`src/rtl/fifo_stream_reader_pkg.sv`:
```
// Purpose: shared constants for the FIFO stream reader: FSM state codes and output buffer depth.
// Latency: n/a (constants only).
// Backpressure: n/a.
package fifo_stream_reader_pkg;

    localparam logic [1:0] ST_IDLE = 2'd0;
    localparam logic [1:0] ST_RUN  = 2'd1;
    localparam logic [1:0] ST_STOP = 2'd2;

    // Two entries cover one word sitting at the head plus one word in
    // flight from the FIFO's registered read port.
    localparam int BUF_DEPTH = 2;

endpackage

```
`src/rtl/fifo_stream_reader_skid_buf.sv`:
```
// Purpose: 2-entry {last, data} buffer that decouples FIFO read latency from the stream consumer.
// Latency: a write at edge N is visible at the head after edge N (head valid the next cycle).
// Backpressure: head held stable until popped; writer must respect occ (no overflow check here).
//
// Ports:
//   clk, rst_n        clock, async active-low reset
//   wr, wr_last,      push strobe with its {last, data} payload
//   wr_data
//   rd                pop strobe (ignored when empty)
//   vld               buffer non-empty
//   rd_last, rd_data  head entry
//   occ               current occupancy 0..2
module stream_skid_buf
    import fifo_stream_reader_pkg::*;
#(
    parameter int DW = 8
) (
    input  logic          clk,
    input  logic          rst_n,
    input  logic          wr,
    input  logic          wr_last,
    input  logic [DW-1:0] wr_data,
    input  logic          rd,
    output logic          vld,
    output logic          rd_last,
    output logic [DW-1:0] rd_data,
    output logic [1:0]    occ
);

    logic [DW-1:0] d0, d1;
    logic          l0, l1;
    logic          rd_ok;

    assign rd_ok   = rd & vld;
    assign vld     = (occ != 2'd0);
    assign rd_data = d0;
    assign rd_last = l0;

    // Entry 0 is always the head; entry 1 only holds data when occ == 2.
    always_ff @(posedge clk or negedge rst_n) begin
        if (!rst_n) begin
            d0  <= '0;
            d1  <= '0;
            l0  <= 1'b0;
            l1  <= 1'b0;
            occ <= 2'd0;
        end else begin
            case ({wr, rd_ok})
                2'b10: begin
                    if (occ == 2'd0) begin
                        d0 <= wr_data;
                        l0 <= wr_last;
                    end else begin
                        d1 <= wr_data;
                        l1 <= wr_last;
                    end
                    occ <= occ + 2'd1;
                end
                2'b01: begin
                    d0  <= d1;
                    l0  <= l1;
                    occ <= occ - 2'd1;
                end
                2'b11: begin
                    // Occupancy unchanged; new word goes behind whatever remains.
                    if (occ == 2'd1) begin
                        d0 <= wr_data;
                        l0 <= wr_last;
                    end else if (occ == 2'(BUF_DEPTH)) begin
                        d0 <= d1;
                        l0 <= l1;
                        d1 <= wr_data;
                        l1 <= wr_last;
                    end
                end
                default: ;
            endcase
        end
    end

endmodule

```
`src/rtl/fifo_stream_reader.sv`:
```
// Purpose: pops sync_fifo words and presents them as a valid/ready stream framed into PKT_LEN-word packets.
// Latency: first word valid 2 cycles after entering RUN; 1 word/cycle sustained thereafter.
// Backpressure: m_ready low holds m_data/m_last; reads stop once buffer plus in-flight would exceed 2.
//
// Ports:
//   clk, rst_n                 clock, async active-low reset
//   en                         run enable
//   fifo_empty, fifo_dataout   sync_fifo read side (data valid 1 cycle after fifo_rd)
//   fifo_rd                    FIFO pop strobe (combinational)
//   m_data, m_valid, m_last,   output stream
//   m_ready
//   busy                       high in RUN or STOP
//   pkt_done                   pulse the cycle after an accepted m_last
module fifo_stream_reader
    import fifo_stream_reader_pkg::*;
#(
    parameter int DW      = 8,
    parameter int PKT_LEN = 16,
    parameter int CW      = 8
) (
    input  logic          clk,
    input  logic          rst_n,
    input  logic          en,
    input  logic          fifo_empty,
    input  logic [DW-1:0] fifo_dataout,
    output logic          fifo_rd,
    output logic [DW-1:0] m_data,
    output logic          m_valid,
    output logic          m_last,
    input  logic          m_ready,
    output logic          busy,
    output logic          pkt_done
);

    logic [1:0]    state;
    logic [CW-1:0] cnt;
    logic          inflight;
    logic          inflight_last;
    logic [1:0]    occ;
    logic          pop;
    logic          issue_last;
    logic          issue_ok;
    logic [2:0]    committed;

    assign pop        = m_valid & m_ready;
    assign issue_last = (cnt == CW'(PKT_LEN - 1));

    // Slots already spoken for once this cycle's pop leaves the buffer.
    assign committed  = {1'b0, occ} + {2'b0, inflight} - {2'b0, pop};

    // STOP only finishes the packet in progress; a zero counter means it is done.
    assign issue_ok   = (state == ST_RUN) || ((state == ST_STOP) && (cnt != '0));
    assign fifo_rd    = issue_ok && !fifo_empty && (committed < 3'(BUF_DEPTH));
    assign busy       = (state == ST_RUN) || (state == ST_STOP);

    always_ff @(posedge clk or negedge rst_n) begin
        if (!rst_n) begin
            state <= ST_IDLE;
        end else begin
            case (state)
                ST_IDLE: if (en) state <= ST_RUN;
                ST_RUN: begin
                    if (!en) state <= (cnt != '0) ? ST_STOP : ST_IDLE;
                end
                ST_STOP: begin
                    if (en)
                        state <= ST_RUN;
                    else if ((cnt == '0) && (occ == 2'd0) && !inflight)
                        state <= ST_IDLE;
                end
                default: state <= ST_IDLE;
            endcase
        end
    end

    // Counter tracks issued words, so last is decided at issue time and
    // travels with the word through the in-flight tag.
    always_ff @(posedge clk or negedge rst_n) begin
        if (!rst_n) begin
            cnt           <= '0;
            inflight      <= 1'b0;
            inflight_last <= 1'b0;
            pkt_done      <= 1'b0;
        end else begin
            if (fifo_rd) cnt <= issue_last ? '0 : cnt + CW'(1);
            inflight      <= fifo_rd;
            inflight_last <= fifo_rd & issue_last;
            pkt_done      <= pop & m_last;
        end
    end

    stream_skid_buf #(.DW(DW)) u_buf (
        .clk     (clk),
        .rst_n   (rst_n),
        .wr      (inflight),
        .wr_last (inflight_last),
        .wr_data (fifo_dataout),
        .rd      (pop),
        .vld     (m_valid),
        .rd_last (m_last),
        .rd_data (m_data),
        .occ     (occ)
    );

endmodule

```
`config.mk`:
```
export PLATFORM = sky130hd
export DESIGN_NAME = fifo_stream_reader
export DESIGN_NICKNAME = d
export VERILOG_FILES = /design/src/rtl/fifo_stream_reader_pkg.sv /design/src/rtl/fifo_stream_reader_skid_buf.sv /design/src/rtl/fifo_stream_reader.sv
export SDC_FILE = /design/constraint.sdc
export NUM_CORES = 1
export LEC_CHECK = 0
export ABC_AREA = 0
export BUFFER_PORTS_ARGS = -buffer_cell sky130_fd_sc_hd__buf_2
export CORE_MARGIN = 2
export CORE_UTILIZATION = 50
export DETAILED_ROUTE_END_ITERATION = 16
export PLACE_DENSITY = 0.85
export SETUP_SLACK_MARGIN = 0.3
export SYNTH_ARGS = -nofsm -noshare
export SYNTH_HDL_FRONTEND = slang
export SYNTH_SLANG_ARGS = --single-unit
```
`constraint.sdc`:
```
create_clock -name clk -period 2.75 [get_ports clk]
set_input_delay 0.55 -clock clk [delete_from_list [all_inputs] [get_ports clk]]
set_output_delay 0.55 -clock clk [all_outputs]
set_load 0.02 [all_outputs]
```
### Word level (Yosys, flattened, before mapping)

Cells that the tools add are included.

* bits in registers: 33
* output and inout bits: 13
* word-level logic and storage cells: 80
* input bits: 13

* equality and inequality tests: 16
* mux-type cells: 24
* bitwise operators: 4
* order comparisons: 1
* reduce and logical (&&, ||, !) cells: 20
* $add $sub $neg: 5

Operators by type and width (count)
* two-way mux 8 bit: 7
* one-hot mux 8 bit (3 select lines): 1
* one-hot mux 8 bit (2 select lines): 1
* two-way mux 2 bit: 5
* != test 2 bit, second input constant: 5
* adder 8 x 1 -> 8 bit, second input constant: 1
* equality test 2 bit, second input constant: 4
* equality test 8 x 4 -> 1 bit, second input constant: 1
* zero test 8 bit: 1
* nonzero test 8 bit: 1
* equality test 2 x 1 -> 1 bit, second input constant: 3
* two-way mux 1 bit: 6
* one-hot mux 2 bit (3 select lines): 1
* AND reduction 3 bit: 2
* nonzero test 2 bit: 3
* logical AND 1 bit: 5
* AND 1 bit: 4
* zero test 2 bit: 2
* one-hot mux 2 bit (2 select lines): 1
* AND reduction 4 bit: 1
* adder 2 x 1 -> 3 bit: 1
* less-than comparator 3 x 2 -> 1 bit, second input constant: 1
* != test 3 x 1 -> 1 bit, second input constant: 1
* != test 3 x 2 -> 1 bit, second input constant: 1
* other kinds (9): 11

### Longest topological paths before layout

Gate-level depths: netlist (run 1).

* depth in word-level cells: 6
* mapped depth: 11
* gate-level depth less buffers: 11

### Modules after synthesis

A second synthesis (run 1) with hierarchy kept.

* cells, all modules: 180
* area, all modules: 1923.1 sq um

By module, submodules not included
* stream_skid_buf: cells each 103, area an instance 1138.6 sq um, sequential area each 500.5 sq um, instances 1
* fifo_stream_reader: cells each 77, area an instance 784.5 sq um, sequential area each 325.3 sq um, instances 1

### Worst setup path after synthesis (run 1)

Ideal clock, no wire load.

* kind: reg-to-output
* start: register u_buf.occ[1]
* end: output port fifo_rd
* path buffers: 0
* slack: -0.241 ns
* cell stages (with the launch flop): 11
* arrival time: 2.441 ns
* required time: 2.200 ns
* cell sequence: dfrtp_1 > inv_1 > ha_1 > nor2b_1 > inv_1 > nor2_1 > o21ai_0 > fa_1 > xnor2_1 > nand3b_1 > nor2_2

* longest elaborated chain between the ends: 5
* elaborated cells between the ends (all ways): 6
* classes of those cells: add/sub (2); order compare (1); bitwise (1); reduce/logical (2)

Ends and longest elaborated chain
* start: declaration: line fifo_stream_reader_skid_buf.sv:27 `output logic [1:0] occ`
* start signal: assignment: line fifo_stream_reader_skid_buf.sv:57 `occ <= occ + 2'd1;`
* start signal: assignment: line fifo_stream_reader_skid_buf.sv:62 `occ <= occ - 2'd1;`
* branches (longest 2 deep; another with adder 2 x 1 -> 3 bit)
* subtractor 3 x 1 -> 3 bit (*): line fifo_stream_reader.sv:49 `assign committed = {1'b0, occ} + {2'b0, inflight} - {2'b0, pop};`
* less-than comparator 3 x 2 -> 1 bit (*): line fifo_stream_reader.sv:53 `assign fifo_rd = issue_ok && !fifo_empty && (committed < 3'(BUF_DEPTH));`
* logical AND 1 bit (*): line fifo_stream_reader.sv:53
* end: declaration: line fifo_stream_reader.sv:26 `output logic fifo_rd,`

Mark *: on every way between the ends.

### Final worst setup path (run 1)

Ends and elaborated chain as after synthesis.

==> summary.md, run 1 <==
| Metric | Value |
|---|---|
| Worst Setup End Kind | `primary output` |
| Largest net degree at the start of global routing | `34` |
| Ports | `26` |
| # rows | `21` |
| Iteration count of the initial detailed-routing pass | `4` |
| Final setup violation count | `1` |
| Via count | `1280` |
| Last element of the critical path | `fifo_rd` |
| Inserted Clock Buffers | `5` |
| Antenna-violating nets left | `0` |
| CP required | `2.20 ns` |
| Kind of critical path | `reg2out` |
| Tcrit/Tclk final | `1.01` |
| Fin worst setup slack | `-0.0345 ns` |
| CP Max Fanout | `3` |
| Worst Reg-to-Reg Cells | `13` |
| CP Data Arrival Time | `2.23 ns` |
| Register area share after synthesis | `0.473` |
| Die ar. | `3980 sq um` |
| Final Power | `2.69 mW` |
| Synth cell types | `37` |
| Synthesized area per cell | `12.0 sq um` |
| Cts hold-fix bufs | `0` |
| Post-synth net total | `173` |
| DR DRC count | `0` |
| GRT overflow | `0` |
| First-pass GRT wire length | `6330 um` |
| Diode count | `0` |
| Most frequent cells in the layout | `32 x dfrtp_1, 24 x buf_2, 18 x mux2_2` |
| Total core area | `3340 sq um` |
| Vias in the first global route | `1423` |
| Slew margin rel. | `0.528` |
| H-tree depth | `2` |
| Worst setup path start | `u_buf.occ[1]` |
| RR Endpoint | `cnt[4]` |
| IO Port Bufs | `25` |
| Min-Delay Path Class | `in2async` |
| Slew Limit Fails | `0` |
| RSZ-0062 raised after global routing | `true` |
| Seq cells post-synth | `33` |
| Total of max-cap violations | `0` |
| Clk_lat worst skew | `0.34 ns` |
| Initial antenna violation count | `0` |
| Drt total wl | `3560 um` |
| Run status | `finished with violations` |
| GRT Overall Usage | `0.208` |
| Pre-CTS setup slack | `0.0975 ns` |
| Area Overhead vs Synth | `30.8%` |
| R2R setup slack | `0.09 ns` |
| NumNets Final | `222` |
| Final Cell Area | `2280 sq um` |
| Startpoint types | `flip-flop` |
| Die height | `63.1 um` |
| Worst-path clk slew | `0.11 ns` |
| F_max | `359 MHz` |
| Drt initial violations | `23` |
| Die Width | `63.1 um` |
| Worst Tran Pin Value | `0.709 ns` |
| Clock Skew | `0.0110 ns` |
| Clock Tree Root | `clkbuf_4` |
| DP HPWL | `2560 um` |
| Failing checks | `setup timing` |
| RR Startpoint | `u_buf.occ[1]` |
| Worst vdd rail ir drop | `622 uV` |
| Mapped Cells | `146` |
| Leak Pwr | `1.09 nW` |
| Syn. warnings | `0` |
| DR WL/cell | `14.7 um` |
| Clock Tree Buf Depth | `2` |
| Final hold vios | `0` |
| Gp weighted congestion | `0.903` |
| FF+latch area | `827 sq um` |
| Final Critical Period | `2.78 ns` |
| Multi-input gate area | `987 sq um` |
| Vias per inst | `5.29` |
| Clock tree sinks | `33` |
| Synthesized area | `1750 sq um` |
| Most common cell after layout, fill and taps aside | `dfrtp_1` |
| Fill count | `259` |
| Setup TNS | `-0.0345 ns` |
| Power Density | `1180 nW/um^2` |
| Initial Util | `0.523` |
| Placed Area | `2010 sq um` |
| CTS tree | `built` |
| Fraction of layout cells with a size suffix above 1 | `0.474` |
-- cell families (layout without fill, tap and decap cells) --
| family | Yosys count | in the layout | share of synthesized area |
|---|---|---|---|
| XOR/XNOR | 7 | 7 | 0.0351 |
| AO/OA/AOI/OAI | 21 | 21 | 0.0946 |
| multiplexers | 23 | 23 | 0.151 |
| adder cells (fa/ha/maj) | 14 | 14 | 0.105 |
| buffers and inverters | 13 | 63 | 0.0279 |
| AND/OR/NAND/NOR | 35 | 35 | 0.114 |
| flip-flops | 33 | 33 | 0.473 |
-- per-stage QoR --
stage	std cells	util	hold slack, ns
detailed placement	222	0.603	0.487
floorplan	146	-	0.254
CTS	239	0.659	0.283
global placement	222	0.603	0.479
global route	242	0.685	0.296
finish	242	0.685	0.251
-- critical path: stages, from the launching register on --
cell and delay, ns:
dfrtp_2 0.38, inv_2 0.05, ha_4 0.16, nor2b_4 0.13, inv_2 0.07, nor2_4 0.11, o21ai_2 0.07, fa_2 0.53
nand3b_1 0.14, nor2_4 0.13, buf_6 0.12
-- flip-flops by register name, summed over array words and instances (netlist names) --
signal / cells
cnt: 8
inflight_last: 1
u_buf.l1: 1
u_buf.occ: 2
state: 2
u_buf.rd_last: 1
u_buf.rd_data: 8
inflight: 1
pkt_done: 1
u_buf.d1: 8
-- power by group --
| group | switching [mW] | leakage [nW] | total, mW | internal (mW) |
|---|---|---|---|---|
| clock | 0.165 | 0.0455 | 0.382 | 0.217 |
| sequential | 0.135 | 0.409 | 0.814 | 0.679 |
| combinational | 0.752 | 0.636 | 1.49 | 0.741 |
| total | 1.05 | 1.09 | 2.69 | 1.64 |
-- synthesized netlist by cell type, drive strengths merged --
| cell | instances | area [sq um] |
|---|---|---|
| a211oi | 1 | 12.5 |
| a21boi | 1 | 7.51 |
| a21oi | 4 | 20.0 |
| a22o | 9 | 78.8 |
| a32o | 1 | 10.0 |
| a41o | 1 | 11.3 |
| and2 | 1 | 6.26 |
| and4 | 1 | 8.76 |
| buf | 1 | 3.75 |
| dfrtp | 33 | 826 |
| fa | 1 | 20.0 |
| ha | 13 | 163 |
| inv | 12 | 45.0 |
| mux2 | 21 | 244 |
| mux2i | 2 | 20.0 |
| nand2 | 4 | 15.0 |
| nand2b | 2 | 12.5 |
| nand3 | 3 | 15.0 |
| nand3b | 1 | 7.51 |
| nand4 | 2 | 12.5 |
| nor2 | 8 | 32.5 |
| nor2b | 1 | 6.26 |
| nor3 | 7 | 40.0 |
| nor3b | 1 | 7.51 |
| nor4 | 2 | 18.8 |
| o21a | 1 | 7.51 |
| o21ai | 2 | 10.0 |
| o31ai | 1 | 7.51 |
| or3b | 1 | 8.76 |
| or4 | 1 | 7.51 |
| xnor2 | 3 | 26.3 |
| xor2 | 4 | 35.0 |
-- repair_timing --
item                                    4_1_cts  5_1_grt
hold endpoints to repair                      0        0
pin swaps                                     6        7
gates resized for setup                       7       12
setup buffers                                 9        3
endpoints found under the setup margin        8        7
-- how the worst min path moves through the flow --
stage,start,endpoint,slack (ns)
2_1_floorplan,rst_n,cnt[0],0.25
3_3_place_gp,cnt[7],cnt[7],0.48
3_5_place_dp,cnt[7],cnt[7],0.49
4_1_cts,rst_n,u_buf.occ[0],0.28
5_1_grt,rst_n,u_buf.d1[5],0.30
6_report,rst_n,inflight_last,0.25
-- layout make-up --
| type | count | share of cell area |
|---|---|---|
| timing repair buffer | 43 | 0.124 |
| sequential | 33 | 0.362 |
| inverter | 12 | 0.0197 |
| multi-input combinational | 100 | 0.432 |
| clock buffer | 7 | 0.0241 |
| clock inverter | 1 | 0.0131 |
| tap | 46 | 0.0252 |
-- metal layers --
metal | part of all wire | vias to the layer above | global-route usage
met1 | 0.37 | 621 | 0.214
met2 | 0.57 | 31 | 0.398
li1 | - | 622 | -
met4 | 0.011 | 0 | 0.0778
met3 | 0.048 | 6 | 0.0536
met5 | 0 | - | 0
Note: power is estimated with default switching activity, not from simulation.
==> run 2: changes to the inputs <==
- CELL_PAD_IN_SITES_DETAIL_PLACEMENT: unset -> 0
- CELL_PAD_IN_SITES_GLOBAL_PLACEMENT: unset -> 2
- CORE_UTILIZATION: 50 -> 34
- PLACE_DENSITY: 0.85 -> 0.86
==> summary.md, run 2 (synthesis gave the netlist of run 1 again) <==
| Metric | Value |
|---|---|
| Via count | `1316 (was 1280)` |
| Die ar. | `5730 sq um (was 3980 sq um)` |
| Leak Pwr | `1.11 nW (was 1.09 nW)` |
| R2R setup slack | `0.06 ns (was 0.09 ns)` |
| Run status | `finished clean (was finished with violations)` |
| Largest net degree at the start of global routing | `34 (unchanged)` |
| DP HPWL | `2540 um (was 2560 um)` |
| Tcrit/Tclk final | `0.985 (was 1.01)` |
| Non-Filler Instances | `269 (was 242)` |
| Worst Reg-to-Reg Cells | `14 (was 13)` |
| Clock Tree Buf Depth | `2 (unchanged)` |
| CP Data Arrival Time | `2.16 ns (was 2.23 ns)` |
| Kind of critical path | `reg2out (unchanged)` |
| Initial Util | `0.346 (was 0.523)` |
| IO Port Bufs | `25 (unchanged)` |
| Die Width | `75.7 um (was 63.1 um)` |
| Final setup violation count | `0 (was 1)` |
| Clock Tree Root | `clkbuf_8 (was clkbuf_4)` |
| Crit-path cells | `inv_2 -> ha_4 -> nor2b_4 -> inv_2 -> nor2_4 -> o21ai_2 -> fa_2 -> nand3b_1 -> nor2_4 -> buf_6 (unchanged)` |
| Slew Limit Fails | `0 (unchanged)` |
| Routing usage on met1 | `0.154 (was 0.214)` |
| CP required | `2.20 ns (about the same)` |
| Most common cell after layout, fill and taps aside | `dfrtp_1 (unchanged)` |
| Total of max-cap violations | `0 (unchanged)` |
| CTS tree | `built (unchanged)` |
| Final hold vios | `0 (unchanged)` |
| First-pass GRT wire length | `5930 um (was 6330 um)` |
| Worst-path clk slew | `0.07 ns (was 0.11 ns)` |
| Cells after DPL | `247 (was 222)` |
| Fin util | `0.467 (was 0.685)` |
| Startpoint types | `flip-flop (unchanged)` |
| Initial antenna violation count | `0 (unchanged)` |
| Last element of the critical path | `fifo_rd (unchanged)` |
| Pre-CTS setup slack | `0.112 ns (was 0.0975 ns)` |
| Drt initial violations | `42 (was 23)` |
| Vias per inst | `4.89 (was 5.29)` |
| # rows | `26 (was 21)` |
| Total core area | `5040 sq um (was 3340 sq um)` |
| Delay-heaviest family, CP | `adder cells (unchanged)` |
| Met2 Track Usage GR | `0.250 (was 0.398)` |
| Ports | `26 (unchanged)` |
| Vias in the first global route | `1343 (was 1423)` |
| Worst Setup End Kind | `primary output (unchanged)` |
| Drt total wl | `3760 um (was 3560 um)` |
| Clock network fraction of total power | `0.132 (was 0.142)` |
| Worst Tran Pin Value | `0.758 ns (was 0.709 ns)` |
| Clk_lat worst skew | `0.29 ns (was 0.34 ns)` |
| Gp weighted congestion | `0.776 (was 0.903)` |
| Antenna-violating nets left | `0 (unchanged)` |
| H-tree depth | `2 (unchanged)` |
| Area Overhead vs Synth | `34.8% (was 30.8%)` |
| Most frequent cells in the layout | `32 x dfrtp_1, 24 x buf_2, 18 x mux2_2 (unchanged)` |
| RR Endpoint | `cnt[4] (unchanged)` |
| Most used routing layer | `met2 (unchanged)` |
| Slowest CP cell | `fa_2 (unchanged)` |
| Power Density | `1160 nW/um^2 (was 1180 nW/um^2)` |
| Clock tree sinks | `33 (unchanged)` |
| Die height | `75.7 um (was 63.1 um)` |
| CP Max Fanout | `3 (unchanged)` |
| Seq pwr share | `0.300 (was 0.303)` |
| Sw Pwr | `1.10 mW (was 1.05 mW)` |
| Met3 Track Usage GR | `0.0529 (was 0.0536)` |
| Diode count | `0 (unchanged)` |
| Slew margin rel. | `0.495 (was 0.528)` |
| Worst setup path start | `u_buf.occ[0] (was u_buf.occ[1])` |
| Cts hold-fix bufs | `0 (unchanged)` |
| GRT overflow | `0 (unchanged)` |
| Worst vdd rail ir drop | `522 uV (was 622 uV)` |
| Final Critical Period | `2.71 ns (was 2.78 ns)` |
| DR DRC count | `0 (unchanged)` |
| Fin worst setup slack | `0.0399 ns (was -0.0345 ns)` |
| Buf/Inv on CP | `3 (unchanged)` |
| Inserted Clock Buffers | `5 (unchanged)` |
| Fraction of layout cells with a size suffix above 1 | `0.492 (was 0.474)` |
| Iteration count of the initial detailed-routing pass | `4 (unchanged)` |
| Setup TNS | `0 ns (was -0.0345 ns)` |
| Switching Share | `0.403 (was 0.391)` |
| Worst path max stage delay | `0.53 ns (about the same)` |
| Min-Delay Path Class | `in2async (unchanged)` |
| DR WL/cell | `14.0 um (was 14.7 um)` |
| RR Startpoint | `u_buf.occ[0] (was u_buf.occ[1])` |
| RSZ-0062 raised after global routing | `true (unchanged)` |
| Clock Skew | `0.00440 ns (was 0.0110 ns)` |
| Logic pwr share | `0.567 (was 0.555)` |
| Critical path depth in cells | `10 (unchanged)` |
| GRT Overall Usage | `0.139 (was 0.208)` |
| NumNets Final | `225 (was 222)` |
| F_max | `369 MHz (was 359 MHz)` |
| Int Power | `1.63 mW (was 1.64 mW)` |
==> run 2: cell types whose count changed in the layout (fill, tap and decap cells not counted), moves of 2 or more <==
| cell | delta |
|---|---|
| buf_6 | +2 |
| clkbuf_4 | -5 |
| clkinv_2 | +2 |
| clkbuf_8 | +4 |
==> run 2: metrics by stage <==
| step | cell area [sq um] | total power [mW] | hold slack [ns] |
|---|---|---|---|
| 6_report | 2350 | 2.73 | 0.331 |
| 4_1_cts | 2240 | 2.60 | 0.346 |
| 5_1_grt | 2350 | 2.93 | 0.381 |
| 3_3_place_gp | 2050 | 2.04 | 0.475 |
| 2_1_floorplan | 1790 | 1.73 | 0.254 |
| 3_5_place_dp | 2050 | 2.11 | 0.480 |
==> run 2: worst register-to-register path, cell delays in order (launching register included) <==
cell	delay, ns
dfrtp_1	0.36
inv_2	0.07
ha_4	0.17
nor2b_4	0.14
inv_2	0.06
nor2_4	0.09
o21ai_2	0.06
fa_2	0.53
nand3b_1	0.13
buf_4	0.17
buf_6	0.10
buf_6	0.10
buf_12	0.14
nor3_4	0.13
mux2_4	0.31
==> run 2: routing by layer <==
layer,routed length (um),vias to the layer above
met5,0,-
met4,26,0
met3,232,4
met2,1920,32
met1,1580,660
li1,-,620
==> run 2: area by class of cell <==
cell class	instances	area, sq um
Clock buffer	5	68.8
Clock inverter	3	17.5
Fill cell	452	2690
Inverter	12	45.0
Multi-Input combinational cell	100	996
Sequential cell	33	827
Tap cell	70	87.6
Timing Repair Buffer	46	313
==> run 2: worst min path at each step <==
stage | from | endpoint | slack [ns] | cells after the start
finish | rst_n | inflight_last | 0.33 | 1
global route | rst_n | u_buf.l1 | 0.38 | 1
CTS | rst_n | u_buf.occ[0] | 0.35 | 1
detailed placement | cnt[7] | cnt[7] | 0.48 | 1
global placement | cnt[7] | cnt[7] | 0.48 | 1
floorplan | rst_n | cnt[0] | 0.25 | 0
==> run 2: power by group through the flow <==
stage,combinational [mW],clock [mW],sequential [mW]
6_report,1.55,0.361,0.819
5_1_grt,1.68,0.400,0.843
4_1_cts,1.41,0.378,0.816
3_5_place_dp,1.28,0,0.826
3_3_place_gp,1.23,0,0.810
2_1_floorplan,0.843,0,0.890
==> run 2: repair_timing <==
action,CTS,global route
pin swaps,4,9
buffers inserted,12,2
endpoints found under the setup margin,4,16
resized for setup,5,18
